### config.mk
export PLATFORM = sky130hd
export DESIGN_NAME = hazard_scoreboard_flat
export DESIGN_NICKNAME = d
export VERILOG_FILES = /design/src/rtl/hazard_scoreboard_pkg.sv /design/src/rtl/hazard_scoreboard_if.sv /design/src/rtl/hazard_mdu_timer.sv /design/src/rtl/hazard_scoreboard.sv /design/src/flat_wrapper.sv
export SDC_FILE = /design/constraint.sdc
export NUM_CORES = 1
export LEC_CHECK = 0
export CAP_MARGIN = 10
export CORE_ASPECT_RATIO = 1.25
export CORE_MARGIN = 2
export CORE_UTILIZATION = 48
export CTS_BUF_LIST = sky130_fd_sc_hd__clkbuf_8
export CTS_CLUSTER_SIZE = 24
export DETAILED_ROUTE_END_ITERATION = 8
export PLACE_DENSITY_LB_ADDON = 0.1
export SYNTH_ARGS = -nofsm -noshare
export SYNTH_HDL_FRONTEND = slang
export SYNTH_SLANG_ARGS = --single-unit
### constraint.sdc
create_clock -name clk -period 3 [get_ports clk]
set_clock_uncertainty 0.15 [all_clocks]
set_input_delay 0.75 -clock clk [delete_from_list [all_inputs] [get_ports clk]]
set_output_delay 0.75 -clock clk [all_outputs]
set_load 0.03 [all_outputs]
### src/rtl/hazard_scoreboard_pkg.sv
// Shared constants for the hazard scoreboard: forward-select encodings, Tuse values, Tnew width
// and a helper that sizes the MDU busy counter.
package hazard_scoreboard_pkg;

    localparam int unsigned TNEW_W = 2;
    typedef logic [TNEW_W-1:0] tnew_t;

    localparam logic [1:0] FWD_NONE = 2'd0;
    localparam logic [1:0] FWD_M    = 2'd1;
    localparam logic [1:0] FWD_W    = 2'd2;
    localparam logic [1:0] FWD_E    = 2'd3;

    localparam tnew_t TUSE_D = 2'd0;
    localparam tnew_t TUSE_E = 2'd1;
    localparam tnew_t TUSE_M = 2'd2;

    // Wide enough for the longer of the two MDU latencies.
    function automatic int unsigned cnt_width(int unsigned mul_cycles, int unsigned div_cycles);
        int unsigned longest;
        longest = (mul_cycles > div_cycles) ? mul_cycles : div_cycles;
        return $clog2(longest + 1);
    endfunction

endpackage

### src/rtl/hazard_scoreboard_if.sv
// D-stage request and hazard-control response bundle of the hazard scoreboard.
// Define HAZARD_STATS_EN to add the three 32-bit statistics outputs.
interface hazard_scoreboard_if
    import hazard_scoreboard_pkg::*;
#(
    parameter int unsigned NUM_SRC = 2,
    parameter int unsigned REG_AW  = 5
);
    logic [NUM_SRC*REG_AW-1:0] src_addr_d;
    logic [NUM_SRC*2-1:0]      src_tuse_d;
    logic [REG_AW-1:0]         dst_addr_d;
    logic                      dst_we_d;
    tnew_t                     dst_tnew_d;
    logic                      mdu_use_d;
    logic                      mdu_start_e;
    logic                      mdu_div_e;
    logic                      stall_f;
    logic                      stall_d;
    logic                      flush_e;
    logic [NUM_SRC*2-1:0]      fwd_d;
    logic [NUM_SRC*2-1:0]      fwd_e;
    logic                      mdu_busy;
`ifdef HAZARD_STATS_EN
    logic [31:0]               stall_cnt;
    logic [31:0]               mdu_stall_cnt;
    logic [31:0]               fwd_cnt;
`endif

    modport slave (
        input  src_addr_d, src_tuse_d, dst_addr_d, dst_we_d, dst_tnew_d,
        input  mdu_use_d, mdu_start_e, mdu_div_e,
        output stall_f, stall_d, flush_e, fwd_d, fwd_e, mdu_busy
`ifdef HAZARD_STATS_EN
        , output stall_cnt, mdu_stall_cnt, fwd_cnt
`endif
    );

    modport master (
        output src_addr_d, src_tuse_d, dst_addr_d, dst_we_d, dst_tnew_d,
        output mdu_use_d, mdu_start_e, mdu_div_e,
        input  stall_f, stall_d, flush_e, fwd_d, fwd_e, mdu_busy
`ifdef HAZARD_STATS_EN
        , input stall_cnt, mdu_stall_cnt, fwd_cnt
`endif
    );

endinterface

### src/rtl/hazard_mdu_timer.sv
// Multi-cycle mult/div busy timer: loads the operation latency on launch and counts down to idle.
module hazard_mdu_timer
    import hazard_scoreboard_pkg::*;
#(
    parameter int unsigned MUL_CYCLES = 5,
    parameter int unsigned DIV_CYCLES = 10
) (
    input  logic clk,
    input  logic reset,
    input  logic start,
    input  logic div,
    output logic busy
);
    localparam int unsigned CNT_W = cnt_width(MUL_CYCLES, DIV_CYCLES);

    logic [CNT_W-1:0] cnt;

    // A launch while busy is ignored; the D-stage stall keeps it from happening.
    always_ff @(posedge clk) begin
        if (reset) begin
            cnt <= '0;
        end else if (start && !busy) begin
            cnt <= div ? CNT_W'(DIV_CYCLES) : CNT_W'(MUL_CYCLES);
        end else if (busy) begin
            cnt <= cnt - CNT_W'(1);
        end
    end

    assign busy = (cnt != '0);

endmodule

### src/rtl/hazard_scoreboard.sv
// Hazard/forwarding unit for the 5-stage core: E/M/W destination records compared against
// D/E sources using Tuse/Tnew timing, plus MDU stall. HAZARD_STATS_EN adds stall/forward counters.
module hazard_scoreboard
    import hazard_scoreboard_pkg::*;
#(
    parameter int unsigned NUM_SRC    = 2,
    parameter int unsigned REG_AW     = 5,
    parameter int unsigned MUL_CYCLES = 5,
    parameter int unsigned DIV_CYCLES = 10
) (
    input logic                clk,
    input logic                reset,
    hazard_scoreboard_if.slave hz
);
    logic [REG_AW-1:0]         e_addr, m_addr, w_addr;
    logic                      e_we, m_we, w_we;
    tnew_t                     e_tnew, m_tnew;
    logic [NUM_SRC*REG_AW-1:0] e_src;
    logic [NUM_SRC-1:0]        src_stall;
    logic [NUM_SRC*2-1:0]      fwd_d, fwd_e;
    logic                      mdu_busy, mdu_stall, stall;

    for (genvar i = 0; i < NUM_SRC; i++) begin : g_src
        logic [REG_AW-1:0] a_d, a_e;
        tnew_t             tuse;
        logic              hit_e, hit_m, hit_em, hit_ew;

        assign a_d    = hz.src_addr_d[i*REG_AW +: REG_AW];
        assign a_e    = e_src[i*REG_AW +: REG_AW];
        assign tuse   = hz.src_tuse_d[i*2 +: 2];
        assign hit_e  = (a_d != '0) && e_we && (a_d == e_addr);
        assign hit_m  = (a_d != '0) && m_we && (a_d == m_addr);
        assign hit_em = (a_e != '0) && m_we && (a_e == m_addr);
        assign hit_ew = (a_e != '0) && w_we && (a_e == w_addr);

        assign src_stall[i] = (hit_e && (e_tnew > tuse)) || (hit_m && (m_tnew > tuse));

        // The youngest match decides; if its result is not ready, older producers stay hidden.
        assign fwd_d[i*2 +: 2] = hit_e ? ((e_tnew == '0) ? FWD_E : FWD_NONE) :
                                 (hit_m && (m_tnew == '0)) ? FWD_M : FWD_NONE;
        assign fwd_e[i*2 +: 2] = hit_em ? ((m_tnew == '0) ? FWD_M : FWD_NONE) :
                                 hit_ew ? FWD_W : FWD_NONE;
    end

    hazard_mdu_timer #(
        .MUL_CYCLES(MUL_CYCLES),
        .DIV_CYCLES(DIV_CYCLES)
    ) u_mdu_timer (
        .clk  (clk),
        .reset(reset),
        .start(hz.mdu_start_e),
        .div  (hz.mdu_div_e),
        .busy (mdu_busy)
    );

    assign mdu_stall = hz.mdu_use_d && (mdu_busy || hz.mdu_start_e);
    assign stall     = (|src_stall) || mdu_stall;

    always_ff @(posedge clk) begin
        if (reset) begin
            e_addr <= '0;
            e_we   <= 1'b0;
            e_tnew <= '0;
            e_src  <= '0;
            m_addr <= '0;
            m_we   <= 1'b0;
            m_tnew <= '0;
            w_addr <= '0;
            w_we   <= 1'b0;
        end else begin
            w_addr <= m_addr;
            w_we   <= m_we;
            m_addr <= e_addr;
            m_we   <= e_we;
            m_tnew <= (e_tnew == '0) ? '0 : e_tnew - tnew_t'(1);
            if (stall) begin
                e_addr <= '0;
                e_we   <= 1'b0;
                e_tnew <= '0;
                e_src  <= '0;
            end else begin
                e_addr <= hz.dst_addr_d;
                e_we   <= hz.dst_we_d;
                e_tnew <= hz.dst_tnew_d;
                e_src  <= hz.src_addr_d;
            end
        end
    end

    assign hz.stall_f  = stall;
    assign hz.stall_d  = stall;
    assign hz.flush_e  = stall;
    assign hz.fwd_d    = fwd_d;
    assign hz.fwd_e    = fwd_e;
    assign hz.mdu_busy = mdu_busy;

`ifdef HAZARD_STATS_EN
    logic [31:0] stall_ctr, mdu_stall_ctr, fwd_ctr;
    logic        fwd_any;

    assign fwd_any = (fwd_d != '0) || (fwd_e != '0);

    always_ff @(posedge clk) begin
        if (reset) begin
            stall_ctr     <= '0;
            mdu_stall_ctr <= '0;
            fwd_ctr       <= '0;
        end else begin
            if (stall && (stall_ctr != '1)) stall_ctr <= stall_ctr + 32'd1;
            if (mdu_stall && !(|src_stall) && (mdu_stall_ctr != '1)) begin
                mdu_stall_ctr <= mdu_stall_ctr + 32'd1;
            end
            if (fwd_any && (fwd_ctr != '1)) fwd_ctr <= fwd_ctr + 32'd1;
        end
    end

    assign hz.stall_cnt     = stall_ctr;
    assign hz.mdu_stall_cnt = mdu_stall_ctr;
    assign hz.fwd_cnt       = fwd_ctr;
`endif

endmodule

### src/flat_wrapper.sv
// flat-port wrapper written by rule: the top's interface ports become plain ports
module hazard_scoreboard_flat import hazard_scoreboard_pkg::*;
#(
    parameter int unsigned NUM_SRC    = 2,
    parameter int unsigned REG_AW     = 5,
    parameter int unsigned MUL_CYCLES = 5,
    parameter int unsigned DIV_CYCLES = 10
)
  (clk, reset, hz_src_addr_d, hz_src_tuse_d, hz_dst_addr_d, hz_dst_we_d, hz_dst_tnew_d, hz_mdu_use_d, hz_mdu_start_e, hz_mdu_div_e, hz_stall_f, hz_stall_d, hz_flush_e, hz_fwd_d, hz_fwd_e, hz_mdu_busy);
  hazard_scoreboard_if #(.NUM_SRC(NUM_SRC), .REG_AW(REG_AW)) hz_i ();
  input logic clk;
  input logic reset;
  input wire logic [$bits(hz_i.src_addr_d)-1:0] hz_src_addr_d;
  input wire logic [$bits(hz_i.src_tuse_d)-1:0] hz_src_tuse_d;
  input wire logic [$bits(hz_i.dst_addr_d)-1:0] hz_dst_addr_d;
  input wire logic [$bits(hz_i.dst_we_d)-1:0] hz_dst_we_d;
  input wire logic [$bits(hz_i.dst_tnew_d)-1:0] hz_dst_tnew_d;
  input wire logic [$bits(hz_i.mdu_use_d)-1:0] hz_mdu_use_d;
  input wire logic [$bits(hz_i.mdu_start_e)-1:0] hz_mdu_start_e;
  input wire logic [$bits(hz_i.mdu_div_e)-1:0] hz_mdu_div_e;
  output wire logic [$bits(hz_i.stall_f)-1:0] hz_stall_f;
  output wire logic [$bits(hz_i.stall_d)-1:0] hz_stall_d;
  output wire logic [$bits(hz_i.flush_e)-1:0] hz_flush_e;
  output wire logic [$bits(hz_i.fwd_d)-1:0] hz_fwd_d;
  output wire logic [$bits(hz_i.fwd_e)-1:0] hz_fwd_e;
  output wire logic [$bits(hz_i.mdu_busy)-1:0] hz_mdu_busy;
  assign hz_i.src_addr_d = hz_src_addr_d;
  assign hz_i.src_tuse_d = hz_src_tuse_d;
  assign hz_i.dst_addr_d = hz_dst_addr_d;
  assign hz_i.dst_we_d = hz_dst_we_d;
  assign hz_i.dst_tnew_d = hz_dst_tnew_d;
  assign hz_i.mdu_use_d = hz_mdu_use_d;
  assign hz_i.mdu_start_e = hz_mdu_start_e;
  assign hz_i.mdu_div_e = hz_mdu_div_e;
  assign hz_stall_f = hz_i.stall_f;
  assign hz_stall_d = hz_i.stall_d;
  assign hz_flush_e = hz_i.flush_e;
  assign hz_fwd_d = hz_i.fwd_d;
  assign hz_fwd_e = hz_i.fwd_e;
  assign hz_mdu_busy = hz_i.mdu_busy;
  hazard_scoreboard #(.NUM_SRC(NUM_SRC), .REG_AW(REG_AW), .MUL_CYCLES(MUL_CYCLES), .DIV_CYCLES(DIV_CYCLES)) u_core (.clk(clk), .reset(reset), .hz(hz_i));
endmodule
* Yosys cells after proc, flatten, opt, wreduce, memory -nomap -nowiden
Cells that the tools add are included.
** Storage, ports and cells
- Register bits after elaboration :: 36
- Bits in latches :: 0
- Input port bits :: 27
- Bits in read-only memories :: 0
- Memory bits (writable) :: 0
- Output and inout port bits :: 12
- Memories kept :: 0
** Cells by class
- Divide/modulo/power cells :: 0
- Bitwise operators :: 0
- Order comparisons :: 4
- Add/sub/neg operators :: 2
- Eq/ne operators :: 8
- Mux-type cells :: 13
- $mul :: 0
- Reduce and logical (&&, ||, !) cells :: 40
- Shifts and indexed selects :: 0
** Operator list (count)
- 5-bit equality test :: 8
- 1-bit logical AND :: 24
- 5-bit nonzero test :: 4
- 2-bit two-way mux :: 7
- 4-bit two-way mux :: 3
- 2-bit greater-than comparator :: 4
- 2-bit OR reduction :: 3
- 2-bit logical NOT :: 2
- 1-bit logical OR :: 4
- 4-bit nonzero test :: 1
- 4-bit by 1-bit subtractor with 4-bit output (second input constant) :: 1
- 1-bit two-way mux :: 3
- 2-bit nonzero test :: 1
- 2-bit by 1-bit subtractor with 2-bit output (second input constant) :: 1
- 1-bit logical NOT :: 1

* Logic depth before layout (Yosys ltp)
- Depth in word-level cells :: 8
- Mapped depth :: 9

* Hierarchy
Synthesis repeated with hierarchy kept, for this count alone.
** Unflattened totals
- Cell total of the unflattened synthesis :: 218
- Area, all modules :: 2077.0 sq um
** By module, submodules not included
- hazard_scoreboard :: area an instance 1838.0 sq um, instances 1, cells each 193, sequential area each 640.6 sq um
- hazard_mdu_timer :: area an instance 239.0 sq um, instances 1, cells each 25, sequential area each 80.1 sq um

* Worst setup path after synthesis
Ideal clock, no wire load.
- Kind :: in2out
- Start point :: input port hz_src_addr_d[0]
- End point :: output port hz_fwd_d[0]
- Arrival time :: 2.579 ns
- Slack :: -0.479 ns
- Buffers on the path :: 0
- Data required time :: 2.100 ns
- Stages :: 4
- Cell sequence :: or4_4 -> o211ai_2 -> nor2_1 -> o41ai_1
** Between the ends
- Longest elaborated chain between the ends :: 6
** Ends and longest elaborated chain
- start, declared :: RTL line flat_wrapper.sv:13 : input wire logic [$bits(hz_i.src_addr_d)-1:0] hz_src_addr_d;
- 5-bit nonzero test :: RTL line hazard_scoreboard.sv:31, hazard_scoreboard.sv:32
- 1-bit logical AND (2 in a row) :: RTL line hazard_scoreboard.sv:32 : assign hit_m = (a_d != '0) && m_we && (a_d == m_addr);
- 1-bit logical AND :: RTL line hazard_scoreboard.sv:40 : (hit_m && (m_tnew == '0)) ? FWD_M : FWD_NONE;
- 1-bit two-way mux :: RTL line hazard_scoreboard.sv:40
- 2-bit two-way mux (*) :: RTL line hazard_scoreboard.sv:39 : assign fwd_d[i*2 +: 2] = hit_e ? ((e_tnew == '0) ? FWD_E : FWD_NONE) :
- end, declared :: RTL line flat_wrapper.sv:24 : output wire logic [$bits(hz_i.fwd_d)-1:0] hz_fwd_d;
Mark *: on every way between the ends. The rest lies on a longest branch, timed or not.

* Worst setup path after layout
- Start point :: input port hz_src_addr_d[2]
- End point :: output port hz_stall_f
** Between the ends
- Longest elaborated chain between the ends :: 7
** Ends and longest elaborated chain
- 5-bit nonzero test :: RTL line hazard_scoreboard.sv:31, hazard_scoreboard.sv:32
- 1-bit logical AND, on equally long branches (2 in a row) :: RTL line hazard_scoreboard.sv:31, hazard_scoreboard.sv:32
- 1-bit logical AND :: RTL line hazard_scoreboard.sv:36 : assign src_stall[i] = (hit_e && (e_tnew > tuse)) || (hit_m && (m_tnew > tuse));
- 1-bit logical OR (*) :: RTL line hazard_scoreboard.sv:36
- 2-bit OR reduction (*) :: RTL line hazard_scoreboard.sv:57 : assign stall = (|src_stall) || mdu_stall;
- 1-bit logical OR (*) :: RTL line hazard_scoreboard.sv:57
- end, declared :: RTL line flat_wrapper.sv:21 : output wire logic [$bits(hz_i.stall_f)-1:0] hz_stall_f;
Marks and branches as above.

==> qor.txt <==
Outcome = finished, violations left
Violated checks = setup timing
Share of cells above drive strength 1 = 30.66%
Max Cap Viol = 0
Final Hold Fails = 0
Initial DRC Count = 55
Crit path kind = input port to primary output
Seq/Total Area, Yosys = 36.16%
Worst-Margin Slew = 375.5 ps
Post-place setup slack = -617.0 ps
Slew HR = 74.61%
Die width = 61.64 µm
DIE HEIGHT = 76.05 µm
Aggregate routed wire length = 4714 µm
Cell Count, Final, Fillers Out = 330
Placed insts = 319
Post-Syn Area = 1993 µm²
Yosys warnings = 0
Fmax = 308.1 MHz
CTS Buffer Depth = 2
I/O Buffers = 38
Mux share of post-synthesis cell area = 0%
# IOs = 39
Cts bufs inserted = 5
Post-Synth Adder-Cell Area = 6.905%
Max Slew Vio Count = 0
Final Critical Period = 3246 ps
Hold Buf Count CTS = 0
Largest net degree at the start of global routing = 37
Ys async rst share = 0%
N_diodes = 0
Area Overhead vs Synth = 44.19%
Cell Rows = 26
RD Place Congestion = 0.8562
Initial Utilization = 49.41%
Worst min path class = flop to flop
Synth Area in XOR/XNOR = 18.46%
Main combinational cell family by area after synthesis = simple AND/OR/NAND/NOR gates
Post-Syn Area per Cell = 9.314 µm²
Initial antenna violation count = 0
Netlist cell types = 35
Worst setup SP type = input port
Clock slew at reported path FFs = 70 ps
CP max FO = 3
Vias in the first global route = 1592
GRT Total Usage = 20.86%
Filler cells = 335
Die area = 4687 µm²
Fin nets = 311
Placed cell area = 2562 µm²
Synth top area share = 36.16%
Latest clock arrival within the worst-skew pair = 290 ps
Smallest setup slack after layout = -246.1 ps
Footprint of the multi-input gates = 1301 µm²
Wire length per cell = 14.28 µm
CTS tree = done
1st-pass router iterations = 4
Post-synthesis simple-gate area fraction = 23.79%
Seq cells post-synth = 36
Dominant cell type by area after synthesis = dfxtp_1
Ranking of synthesized cells by area = dfxtp_1, xnor2_1, ha_1
VDD IR-drop max = 0.0004849 V
Via density = 5.261
# setup viols final = 5
H-tree levels = 2
Dominant synthesized flop cell = dfxtp_1
Static leakage = 1.198 nW
Core Area = 4034 µm²
Vias = 1736
Antenna viol nets, final = 0
Final worst path period share = 108.2%
Reg area = 720.7 µm²
Cell count after synthesis = 214
Critical Path Sink Type = primary output
Pwr dens = 528.7 nW/µm²
Synth Area in Compound Gates = 7.094%
Overflow after GRT = 0
DP HPWL = 3344 µm
Final Cell Area = 2874 µm²
Number of synthesized flops with an enable pin = 0
Fin util = 71.25%
First-pass GRT wire length = 7479 µm
Unrepaired setup endpoints after global routing = yes
Arr. time, crit path = 2350 ps
Syn Nets = 252
Data required, critical path = 2100 ps
# clock sinks = 36
CTS root buffer = clkbuf_8
Drt drc = 0
Final hold slack = 294.3 ps
stage by stage:
| stage | power, W | setup TNS, ps |
|---|---|---|
| after floorplan | 0.0008932 | -573.3 |
| after global placement | 0.001014 | -3921 |
| after detailed placement | 0.001017 | -3962 |
| after CTS | 0.001504 | -973.0 |
| after global routing | 0.001590 | -1280 |
| final | 0.001520 | -1035 |
flip-flops by register name, indices dropped and copies added (netlist names):
signal,count
u_core.e_src,10
u_core.e_addr,5
u_core.m_addr,5
u_core.w_addr,5
u_core.u_mdu_timer.cnt,4
u_core.e_tnew,2
u_core.m_tnew,2
u_core.e_we,1
u_core.m_we,1
u_core.w_we,1
area by class of cell:
type                    count  area share, %
clock buffers               7          3.352
clock inverters             1          1.045
inverters                  19          2.481
multi-input cells         145          45.28
flip-flops and latches     36          25.08
well taps                  56          2.438
repair buffers             66          20.33
timing repair:
action,CTS,global route
hold endpoints to repair,0,0
pin swaps,19,7
gates resized for setup,78,20
buffers inserted,3,0
setup endpoints to repair,10,9
worst max-delay path, cell delays in order:
cell       delay (ps)
buf_6             100
or4_4             550
o211ai_4          210
a2111oi_4          50
a211o_1           290
or2_4             260
buf_6             140
path summary, 6_finish.rpt:
kind	to	from	depth (start not counted)	slack, ps
worst max-delay path	hz_stall_f	hz_src_addr_d[2]	7	-250
worst min-delay path	u_core.m_tnew[0]$_SDFF_PP0_	u_core.e_tnew[0]$_SDFF_PP0_	1	290
worst max register to register	u_core.e_src[2]$_SDFF_PP0_	u_core.m_tnew[1]$_SDFF_PP0_	7	730
worst min register to register	u_core.m_tnew[0]$_SDFF_PP0_	u_core.e_tnew[0]$_SDFF_PP0_	1	290
power breakdown:
part | internal, W | switching [W] | leakage [nW] | total (W)
clock network | 0.000293 | 0.000176 | 0.0645 | 0.000469
logic | 0.000233 | 0.000231 | 0.838 | 0.000464
registers | 0.000530 | 0.0000564 | 0.296 | 0.000587
total | 0.00106 | 0.000463 | 1.20 | 0.00152
cells by family after synthesis:
logic type | Yosys count
XOR/XNOR | 42
adder cells (fa/ha/maj) | 11
AND/OR/NAND/NOR | 73
AO/OA/AOI/OAI | 19
buffers and inverters | 33
flip-flops | 36
cells in the mapped netlist, drive strengths merged (5+ instances only):
master,number
nor2b,14
or4,5
xnor2,30
ha,11
clkbuf,9
nor4,14
nor2,8
buf,5
xor2,12
inv,19
nor4b,10
nand4,7
nand2,7
a21oi,5
dfxtp,36
layout by cell type, fill, tap and decap left out, types with 6 or more instances in the layout:
cell	synthesis	layout
ha_1	11	7
clkbuf_8	0	7
nand2_1	7	6
nor4b_1	8	8
buf_4	2	26
dfxtp_1	36	36
nor2b_1	14	14
xor2_1	12	11
clkdlybuf4s50_1	0	13
nor2_1	8	7
xnor2_1	30	26
nor4_1	14	12
inv_1	19	17
buf_6	1	13
nand4_1	7	7
routing by layer:
| layer | wire, µm | vias to the layer above | track usage [%] |
|---|---|---|---|
| li1 | - | 856 | - |
| met1 | 2147 | 837 | 28.74 |
| met2 | 2379 | 40 | 33.58 |
| met3 | 162 | 3 | 4.244 |
| met4 | 25 | 0 | 3.830 |
| met5 | 0 | - | 0 |
Power figures use the tool's default switching activity.
